$ cat src/rtl/ascii_frame_sequencer.sv
// Walks a COLS x ROWS luminance grid, quantises each cell to a glyph id and streams the LUT character, CR/LF per row.
// First byte valid 4 cycles after start; every byte (cell, CR, LF) is held stable until char_ready_in accepts it.
module ascii_frame_sequencer #(
   parameter int COLS   = 80,
   parameter int ROWS   = 60,
   parameter int ADDR_W = 13,
   parameter bit INVERT = 1'b0
) (
   input  logic              clk_in,
   input  logic              rst_in,
   input  logic              start_in,
   output logic [ADDR_W-1:0] lum_addr_out,
   input  logic [7:0]        lum_data_in,
   output logic [5:0]        lut_id_out,
   input  logic [7:0]        lut_char_in,
   output logic [7:0]        char_out,
   output logic              char_valid_out,
   input  logic              char_ready_in,
   output logic              busy_out,
   output logic              frame_done_out
);

   localparam int COL_W = $clog2(COLS);
   localparam int ROW_W = (ROWS > 1) ? $clog2(ROWS) : 1;
   localparam logic [COL_W-1:0] COL_LAST = COL_W'(COLS - 1);
   localparam logic [ROW_W-1:0] ROW_LAST = ROW_W'(ROWS - 1);
   localparam logic [7:0] CHAR_CR = 8'h0D;
   localparam logic [7:0] CHAR_LF = 8'h0A;

   typedef enum logic [2:0] {
      S_IDLE, S_FETCH, S_MAP, S_LOAD, S_SEND, S_CR, S_LF
   } state_t;

   state_t              state_q, state_d;
   logic [COL_W-1:0]    col_q, col_d;
   logic [ROW_W-1:0]    row_q, row_d;
   logic [ADDR_W-1:0]   addr_q, addr_d;
   logic [5:0]          id_q, id_d;
   logic [7:0]          char_q, char_d;
   logic                vld_q, vld_d;
   logic                done_q, done_d;

   logic                accept;
   logic [7:0]          lum_eff;
   logic [13:0]         lum_prod;

   assign accept   = vld_q & char_ready_in;
   assign lum_eff  = INVERT ? (8'd255 - lum_data_in) : lum_data_in;
   // Scales 0..255 onto 48 glyph levels; ids 48..63 can never be produced.
   assign lum_prod = {6'd0, lum_eff} * 14'd48;

   always_ff @(posedge clk_in or posedge rst_in) begin
      if (rst_in) begin
         state_q <= S_IDLE;
         col_q   <= '0;
         row_q   <= '0;
         addr_q  <= '0;
         id_q    <= '0;
         char_q  <= '0;
         vld_q   <= 1'b0;
         done_q  <= 1'b0;
      end else begin
         state_q <= state_d;
         col_q   <= col_d;
         row_q   <= row_d;
         addr_q  <= addr_d;
         id_q    <= id_d;
         char_q  <= char_d;
         vld_q   <= vld_d;
         done_q  <= done_d;
      end
   end

   always_comb begin
      state_d = state_q;
      unique case (state_q)
         S_IDLE:  if (start_in) state_d = S_FETCH;
         S_FETCH: state_d = S_MAP;
         S_MAP:   state_d = S_LOAD;
         S_LOAD:  state_d = S_SEND;
         S_SEND:  if (accept) state_d = (col_q == COL_LAST) ? S_CR : S_FETCH;
         S_CR:    if (accept) state_d = S_LF;
         S_LF:    if (accept) state_d = (row_q == ROW_LAST) ? S_IDLE : S_FETCH;
         default: state_d = S_IDLE;
      endcase
   end

   always_comb begin
      col_d  = col_q;
      row_d  = row_q;
      addr_d = addr_q;
      id_d   = id_q;
      char_d = char_q;
      vld_d  = vld_q;
      done_d = 1'b0;
      unique case (state_q)
         S_IDLE: begin
            if (start_in) begin
               col_d  = '0;
               row_d  = '0;
               addr_d = '0;
            end
         end
         S_MAP: id_d = lum_prod[13:8];
         S_LOAD: begin
            char_d = lut_char_in;
            vld_d  = 1'b1;
         end
         S_SEND: begin
            if (accept) begin
               if (col_q == COL_LAST) begin
                  char_d = CHAR_CR;
               end else begin
                  col_d  = col_q + COL_W'(1);
                  addr_d = addr_q + ADDR_W'(1);
                  vld_d  = 1'b0;
               end
            end
         end
         S_CR: if (accept) char_d = CHAR_LF;
         S_LF: begin
            if (accept) begin
               vld_d = 1'b0;
               if (row_q == ROW_LAST) begin
                  done_d = 1'b1;
               end else begin
                  row_d  = row_q + ROW_W'(1);
                  col_d  = '0;
                  addr_d = addr_q + ADDR_W'(1);
               end
            end
         end
         default: ;
      endcase
   end

   assign lum_addr_out   = addr_q;
   assign lut_id_out     = id_q;
   assign char_out       = char_q;
   assign char_valid_out = vld_q;
   assign busy_out       = (state_q != S_IDLE);
   assign frame_done_out = done_q;

endmodule

$ cat config.mk
export PLATFORM = sky130hd
export DESIGN_NAME = ascii_frame_sequencer
export DESIGN_NICKNAME = d
export VERILOG_FILES = /design/src/rtl/ascii_frame_sequencer.sv
export SDC_FILE = /design/constraint.sdc
export NUM_CORES = 1
export LEC_CHECK = 0
export CORE_UTILIZATION = 40
export DETAILED_ROUTE_END_ITERATION = 8
export GPL_ROUTABILITY_DRIVEN = 1
export PLACE_DENSITY = 0.65
export SLEW_MARGIN = 20
export SYNTH_ARGS = -nofsm -noshare
export SYNTH_HDL_FRONTEND = slang
export SYNTH_SLANG_ARGS = --single-unit
$ cat constraint.sdc
create_clock -name clk_in -period 3.5 [get_ports clk_in]
set_input_delay 0.7 -clock clk_in [delete_from_list [all_inputs] [get_ports clk_in]]
set_output_delay 0.7 -clock clk_in [all_outputs]
set_load 0.02 [all_outputs]
# After elaboration in Yosys (flattened, before gate mapping)
# Cells that the tools add are included.
dict set report classes {
  addsub 3
  n_reduce_logical 11
  n_eq_ne 15
  mul 1
  muxes 34
  bitwise 1
}
# op count
set op_table {}
lappend op_table {{13-bit 2-to-1 mux} 5}
lappend op_table {{13-bit one-hot mux with 3 select lines} 1}
lappend op_table {{7-bit 2-to-1 mux} 5}
lappend op_table {{8-bit 2-to-1 mux} 3}
lappend op_table {{8-bit one-hot mux with 3 select lines} 1}
lappend op_table {{3-bit one-hot mux with 7 select lines} 1}
lappend op_table {{7-bit one-hot mux with 3 select lines} 1}
lappend op_table {{6-bit 2-to-1 mux} 3}
lappend op_table {{4-bit AND reduction} 4}
lappend op_table {{3-bit 2-to-1 mux} 5}
lappend op_table {{2-bit != test, second input constant} 7}
lappend op_table {{13-bit by 1-bit adder with 13-bit output, second input constant} 1}
lappend op_table {{6-bit one-hot mux with 2 select lines} 1}
lappend op_table {{3-bit nonzero test} 4}
lappend op_table {{8-bit by 2-bit multiplier with 10-bit output, second input constant} 1}
lappend op_table {{3-bit == test, second input constant} 3}
lappend op_table {{7-bit by 1-bit adder with 7-bit output, second input constant} 1}
lappend op_table {{7-bit == test, second input constant} 1}
lappend op_table {{1-bit 2-to-1 mux} 7}
lappend op_table {{6-bit by 1-bit adder with 6-bit output, second input constant} 1}
lappend op_table {{3-bit by 2-bit == test with 1-bit output, second input constant} 2}
lappend op_table {{6-bit == test, second input constant} 1}
lappend op_table {{6-bit AND reduction} 1}
lappend op_table {{3-bit by 1-bit == test with 1-bit output, second input constant} 1}
lappend op_table {{4 further kinds} 4}
dict set report totals {
  output_inout_bits 30
  ff_bits 45
}

# Longest topological paths before layout
# Gate-level depths: netlist of run 1.
dict set report logic_depth {
  depth_word 4
  mapped_depth 7
  ltp_nobuf 6
}

# Worst setup path after synthesis of run 1
# No wires, ideal clock.
dict set report synth_path {
  path_kind {in2reg}
  start {in lum_data_in[2]}
  end {reg id_q[4], in the netlist lut_id_out[4]}
  path_stages 6
  arrival_time_ns 1.979
  slack_ns 1.452
  n_path_buf 0
  cell_sequence {ha_1 > nand4_1 > a21boi_1 > a311oi_2 > or4_1 > nand3_1}
}
dict set report synth_between {
  elab_chain_cells 1
}
# item line
set synth_lines {}
lappend synth_lines {{from (decl)} 13} ;# input logic [7:0] lum_data_in,
lappend synth_lines {{8-bit by 2-bit multiplier with 10-bit output} 50} ;# assign lum_prod = {6'd0, lum_eff} * 14'd48;
lappend synth_lines {{to (signal assigned)} 67} ;# id_q <= id_d;
lappend synth_lines {{to (decl)} 38} ;# logic [5:0] id_q, id_d;
# Every way passes these cells.
# A chain may end at the register's enable or synchronous reset.

# Worst setup path after layout of run 1
dict set report layout_path {
  start {reg state_q[1]}
  end {out busy_out}
}
dict set report layout_between {
  elab_chain_cells 1
}
# item line
set layout_lines {}
lappend layout_lines {{from (decl)} 34} ;# state_t state_q, state_d;
lappend layout_lines {{from (signal assigned)} 63} ;# state_q <= state_d;
lappend layout_lines {{3-bit nonzero test} 141} ;# assign busy_out = (state_q != S_IDLE);
lappend layout_lines {{to (decl)} 19} ;# output logic busy_out,
# Every way passes these cells.

==> results of run 1 <==
## cells in the final DEF (no fill, tap or decap), types with 2 or more instances in the layout
cell,count
ha_1,11
clkbuf_8,5
and3_1,6
nor4_1,2
a22o_1,6
xnor2_1,4
nand3_1,15
o31ai_1,15
nor2_1,19
dfrtp_1,45
o21ai_1,9
inv_1,5
o21ai_0,15
o21a_1,3
clkbuf_1,3
a21oi_1,7
a31oi_1,5
inv_2,2
nand2_1,29
and2_1,5
o21ai_2,13
nand2b_1,8
nor3_1,5
clkdlybuf4s50_1,49
## worst max path at each step
stage / depth (start not counted) / end / slack (ps) / from
2_1_floorplan: 6 / lut_id_out[4]$_DFFE_PP0P_ / 1450 / lum_data_in[2]
5_1_grt: 4 / busy_out / 730 / state_q[1]$_DFFE_PP0P_
6_report: 4 / busy_out / 850 / state_q[1]$_DFFE_PP0P_
3_3_place_gp: 7 / lut_id_out[4]$_DFFE_PP0P_ / 930 / lum_data_in[2]
4_1_cts: 4 / busy_out / 850 / state_q[1]$_DFFE_PP0P_
3_5_place_dp: 7 / lut_id_out[4]$_DFFE_PP0P_ / 860 / lum_data_in[2]
## layer usage
layer  global-route usage  vias up  routed length, um
li1                     -     1099                  -
met1                0.230     1038               2760
met2                0.278       51               2520
met3               0.0378        6                244
met4               0.0690        0                 63
met5                    0        -                  0
## metrics by stage
stage               setup WS (ps)  utilization
detailed placement            861        0.498
floorplan                    1450            -
global route                  730        0.510
global placement              927        0.498
finish                        855        0.510
CTS                           849        0.510
## layout make-up
cell class / instances / area (um2) / share of cell area
multi-input cells: 209 / 1410 / 0.436
repair buffers: 50 / 498 / 0.154
inverters: 7 / 26.3 / 0.00811
well taps: 77 / 96.3 / 0.0297
flip-flops and latches: 45 / 1130 / 0.347
clock buffers: 8 / 80.1 / 0.0247
## cells by family (layout without fill, tap and decap cells)
group           after synthesis  count (layout)  synth area share
fa+ha+maj                    11              11            0.0524
xor+xnor                      4               4            0.0133
buf+inv                      16              65            0.0338
mux                           1               1           0.00428
flops                        45              45             0.428
simple gates                106             106             0.222
compound gates               87              87             0.246
## state kept, by name (all words and copies together), names as in the netlist
name,count
lum_addr_out,13
char_out,8
col_q,7
lut_id_out,6
row_q,6
state_q,3
char_valid_out,1
frame_done_out,1
## worst reg2reg max path, delay by kind of cell (launching register included)
family	cells	cell delay, ps
flops	1	610
compound gates	1	300
simple gates	3	1170
## power groups by stage
stage	registers [mW]	logic, mW	clock network, mW
after global placement	0.779	0.929	0
after global routing	0.795	1.03	0.344
after detailed placement	0.780	0.938	0
final	0.770	0.930	0.314
after CTS	0.771	0.940	0.323
after floorplan	0.817	0.602	0
==> flow_summary.yaml, run 1 <==
status:
  status: "completed"
placement:
  hpwl_um: 4000
  dp_cells: 388
  gp_congestion: 0.767
  post_dp_cell_area_mm2: 0.00316
  port_buffers: 49
power:
  power.switching_mw: 0.836
  power_density_mw_per_mm2: 622
  p_leak_nw: 1.37
  pwr-share-clk: 0.156
  p_seq_frac: 0.382
  comb_power_share: 0.462
  swShare: 0.415
  totalPowerFinal_mw: 2.01
  vdd_drop_max_v: 0.000403
  internal-power_mw: 1.18
cells_and_area:
  fillers: 566
  antenna_cells: 0
  fin_area_mm2: 0.00324
  finalNetCount: 349
  area_growth_pct: 23.3
  drive_gt1_frac: 0.113
  instances_no_fill: 396
clocking:
  postCtsResizedCells: 0
  cts_made_buffers: 5
  clkSinkCount: 45
  h-tree-depth: 2
  clock_insertion_delay_worst_skew_ps: 300
  path_clk_slew_ps: 80
  cts_hold_buf: 0
  cts_tree: "yes"
  root_buffer: "clkbuf_8"
  cts_setup_buffers: 0
  cts_buffer_depth: 2
sta:
  worst_pin_slew_ps: 917
  tns_ps: 0
  period_needed_ps: 2650
  min_period_over_period: 0.756
  clock_skew_ps: 3.38
  drv_slew: 0
  fmax_mhz: 378
  rsz0062_at_grt: "no"
  finalHoldViolCount: 0
  timing.hold.ws_ps: 483
  setup_violations: 0
  relSlewSlack: 0.387
routing:
  vias: 2194
  drtIter0Drc: 77
  viasPerCell: 5.54
  drt-total-wl_um: 5580
  drc: 0
  ant_nets: 0
  dr.pass1.iters: 4
  wire_per_inst_um: 14.1
worst_setup_path:
  crit_family: "buffers and inverters"
  crit-reg2reg-capture: "col_q[5]$_DFFE_PP0P_"
  cp.arrival_ps: 1950
  crit_type: "reg -> out"
  max_stage_delay_ps: 600
  worstPathRequired_ps: 2800
  path_cells: "nor2b_4 -> nor2_4 -> nand2_1 -> clkdlybuf4s50_1"
  end_kind: "output pin"
  critical_path.max_fanout: 11
  reg2reg_slack_ps: 1340
  critPathBufInv: 1
  worstReg2RegStart: "state_q[0]$_DFFE_PP0P_"
  r2r_cells: 4
  slowest_stage: "clkdlybuf4s50_1"
  start_kind: "register"
synth:
  synth_area_per_cell_um2: 9.74
  yosysSeqAreaShare: 0.428
  ys_ff_latch: 45
  synth_top_area_cell: "dfrtp_1"
  ys_warn_count: 0
  synthesis.nets: 301
  synth_edf_count: 0
  syn_inst: 270
  synth_commonest_cells: "dfrtp_1 (45), nand2_1 (29), nor2_1 (19)"
  yosysMostFrequentCell: "dfrtp_1"
  synth_top_area_share: 0.428
  synth.top_cells.by_area: "dfrtp_1 (43%), ha_1 (5.2%), o21ai_2 (4.3%)"
  synth_cell_type_count: 59
  async_reset_ff_frac: 1.00
  synth_area_mm2: 0.00263
  synth-main-ff-cell: "dfrtp_1"
floorplanning:
  fp.dieArea_mm2: 0.00690
  die_h_um: 83.1
  pin_count: 50
  start_util: 0.414
  rows: 29
  coreArea_mm2: 0.00635
  die_w_um: 83.1
global_route:
  grt_max_degree: 46
  grt_usage: 0.174
  antenna_found_initial: 0
  grt_pass1_wl_um: 9850
  grt_pass1_vias: 2126
  grt.overflow.total: 0
min_path:
  hold_class: "reg -> reg"
  whs_path_depth: 2
  whs_endpoint: "lut_id_out[2]$_DFFE_PP0P_"
  hold_start: "lut_id_out[2]$_DFFE_PP0P_"
run:
  drv_cap: 0
(Power assumes the default switching activity.)
==> inputs of run 2 (changes only) <==
- PLACE_DENSITY: 0.65 -> 0.68
- clock period: 3.5 -> 2.2 ns (I/O delays scaled with it)
==> run 2 against run 1 <==
Non-clock buffer count rose by 14. Wire length rose by 0.79%. Total power rose by 67%. Critical endpoint is now lut_id_out[4]$_DFFE_PP0P_. Via count rose by 2.1%. Highest routed layer unchanged. Clock-buffer cell count fell by 1. Worst setup slack got worse by 650 ps. Utilization rose by 2.2 points. Flip-flop and latch count did not move. Clock power rose by 66%. Combinational power rose by 80%. First-iteration DRC count rose by 130%.
==> flow_summary.yaml, run 2 (synthesis gave the netlist of run 1 again) <==
global_route:
  grt_usage: 0.176
  antenna_found_initial: 0
  grt_pass1_vias: 2163
  grt.overflow.total: 0
  grt_max_degree: 31
  grt_pass1_wl_um: 10000
floorplanning:
  coreArea_mm2: 0.00635
  rows: 29
  fp.dieArea_mm2: 0.00690
  pin_count: 50
  start_util: 0.414
  die_w_um: 83.1
  die_h_um: 83.1
cells_and_area:
  utilization: 0.532
  antenna_cells: 0
  mostFrequentLayoutCell: "clkdlybuf4s50_1"
  instances_no_fill: 409
  finalNetCount: 363
  drive_gt1_frac: 0.154
  final_cell_mix: "clkdlybuf4s50_1 (48), dfrtp_1 (44), nand2_1 (29), nor2_1 (19)"
  area_growth_pct: 28.6
  largest_reg_flops: 13
clocking:
  cts_made_buffers: 5
  clkSinkCount: 45
  clock_insertion_delay_worst_skew_ps: 300
  root_buffer: "clkbuf_8"
  path_clk_slew_ps: 80
  cts_buffer_depth: 2
  cts_tree: "yes"
  cts_hold_buf: 0
  h-tree-depth: 2
sta:
  min_period_over_period: 0.907
  worst_pin_slew_ps: 634
  relSlewSlack: 0.574
  setup_violations: 0
  fmax_mhz: 501
  period_needed_ps: 2000
  rsz0062_at_grt: "no"
  setup_slack_ps: 204
  drv_slew: 0
  clock_skew_ps: 6.16
  timing.hold.ws_ps: 448
  finalHoldViolCount: 0
placement:
  port_buffers: 49
  dp_cells: 402
  gp_congestion: 0.749
  pre_cts_ws_ps: -95.9
  hpwl_um: 4170
routing:
  dr.pass1.iters: 4
  drtIter0Drc: 176
  wire_per_inst_um: 13.8
  viasPerCell: 5.48
  drt-total-wl_um: 5630
  drc: 0
  ant_nets: 0
  vias: 2241
power:
  totalPowerFinal_mw: 3.37
  p_leak_nw: 1.45
  power_density_mw_per_mm2: 996
  vdd_drop_max_v: 0.000695
worst_setup_path:
  max_stage_delay_ps: 430
  crit_type: "in -> reg"
  start_kind: "input port"
  end_kind: "register"
  reg2reg_slack_ps: 290
  cp.arrival_ps: 2230
  critical_path.max_fanout: 4
  worstPathRequired_ps: 2440
  crit_end: "lut_id_out[4]$_DFFE_PP0P_"
  slowest_stage: "clkdlybuf4s50_1"
  crit-reg2reg-capture: "lum_addr_out[5]$_DFFE_PP0P_"
  worstSetupStartpoint: "lum_data_in[3]"
  path_cells: "clkdlybuf4s50_1 -> ha_1 -> nand4_1 -> a21boi_1 -> a311oi_2 -> or4_1 -> nand3_1"
  r2r_cells: 7
  worstReg2RegStart: "row_q[0]$_DFFE_PP0P_"
run:
  drv_cap: 0
min_path:
  hold_class: "in -> async"
status:
  status: "completed"
[run 2: repair_timing]
| action | 4_1_cts | 5_1_grt |
|---|---|---|
| setup buffers | 0 | 0 |
| resized for setup | 1 | 1 |
| endpoints found under the setup margin | 1 | 1 |
| cloned | 0 | 0 |
[run 2: routing by layer]
layer	vias to the layer above	wire length, um	global-route usage
li1	1121	-	-
met1	1064	2730	0.245
met2	49	2610	0.279
met3	7	206	0.0298
met4	0	79	0.0564
met5	-	0	0
[run 2: area by class of cell]
type                       count  area (um2)
clock buffer                   7        86.3
fill                         581        2970
inverter                       7        26.3
multi-input combinational    209        1410
sequential                    45        1130
tap                           77        96.3
timing repair buffer          64         631
[run 2: worst min-delay path by stage]
stage	start	to	slack (ps)	depth (start not counted)
final	rst_in	lut_id_out[0]$_DFFE_PP0P_	450	2
after global routing	rst_in	lut_id_out[0]$_DFFE_PP0P_	510	2
after CTS	rst_in	lut_id_out[0]$_DFFE_PP0P_	460	2
after detailed placement	col_q[6]$_DFFE_PP0P_	col_q[6]$_DFFE_PP0P_	460	1
after global placement	char_out[0]$_DFFE_PP0P_	char_out[0]$_DFFE_PP0P_	470	2
after floorplan	col_q[6]$_DFFE_PP0P_	col_q[6]$_DFFE_PP0P_	440	1
[run 2: metrics by stage]
| stage | TNS [ps] | cell area, um2 |
|---|---|---|
| after global routing | 0 | 3380 |
| final | 0 | 3380 |
| after CTS | 0 | 3380 |
| after floorplan | 0 | 2630 |
| after detailed placement | -228 | 3290 |
| after global placement | -104 | 3290 |
[run 2: report_power, final]
group	leakage, nW	switching [mW]	internal, mW
combinational	0.820	0.915	0.753
clock	0.0443	0.272	0.250
sequential	0.591	0.162	1.02
total	1.45	1.35	2.02
[run 2: worst max-delay path, delay by kind of cell]
family,cells,cell delay [ps]
AND/OR/NAND/NOR,3,610
buffers and inverters,1,430
adder cells (fa/ha/maj),1,310
AO/OA/AOI/OAI,2,450
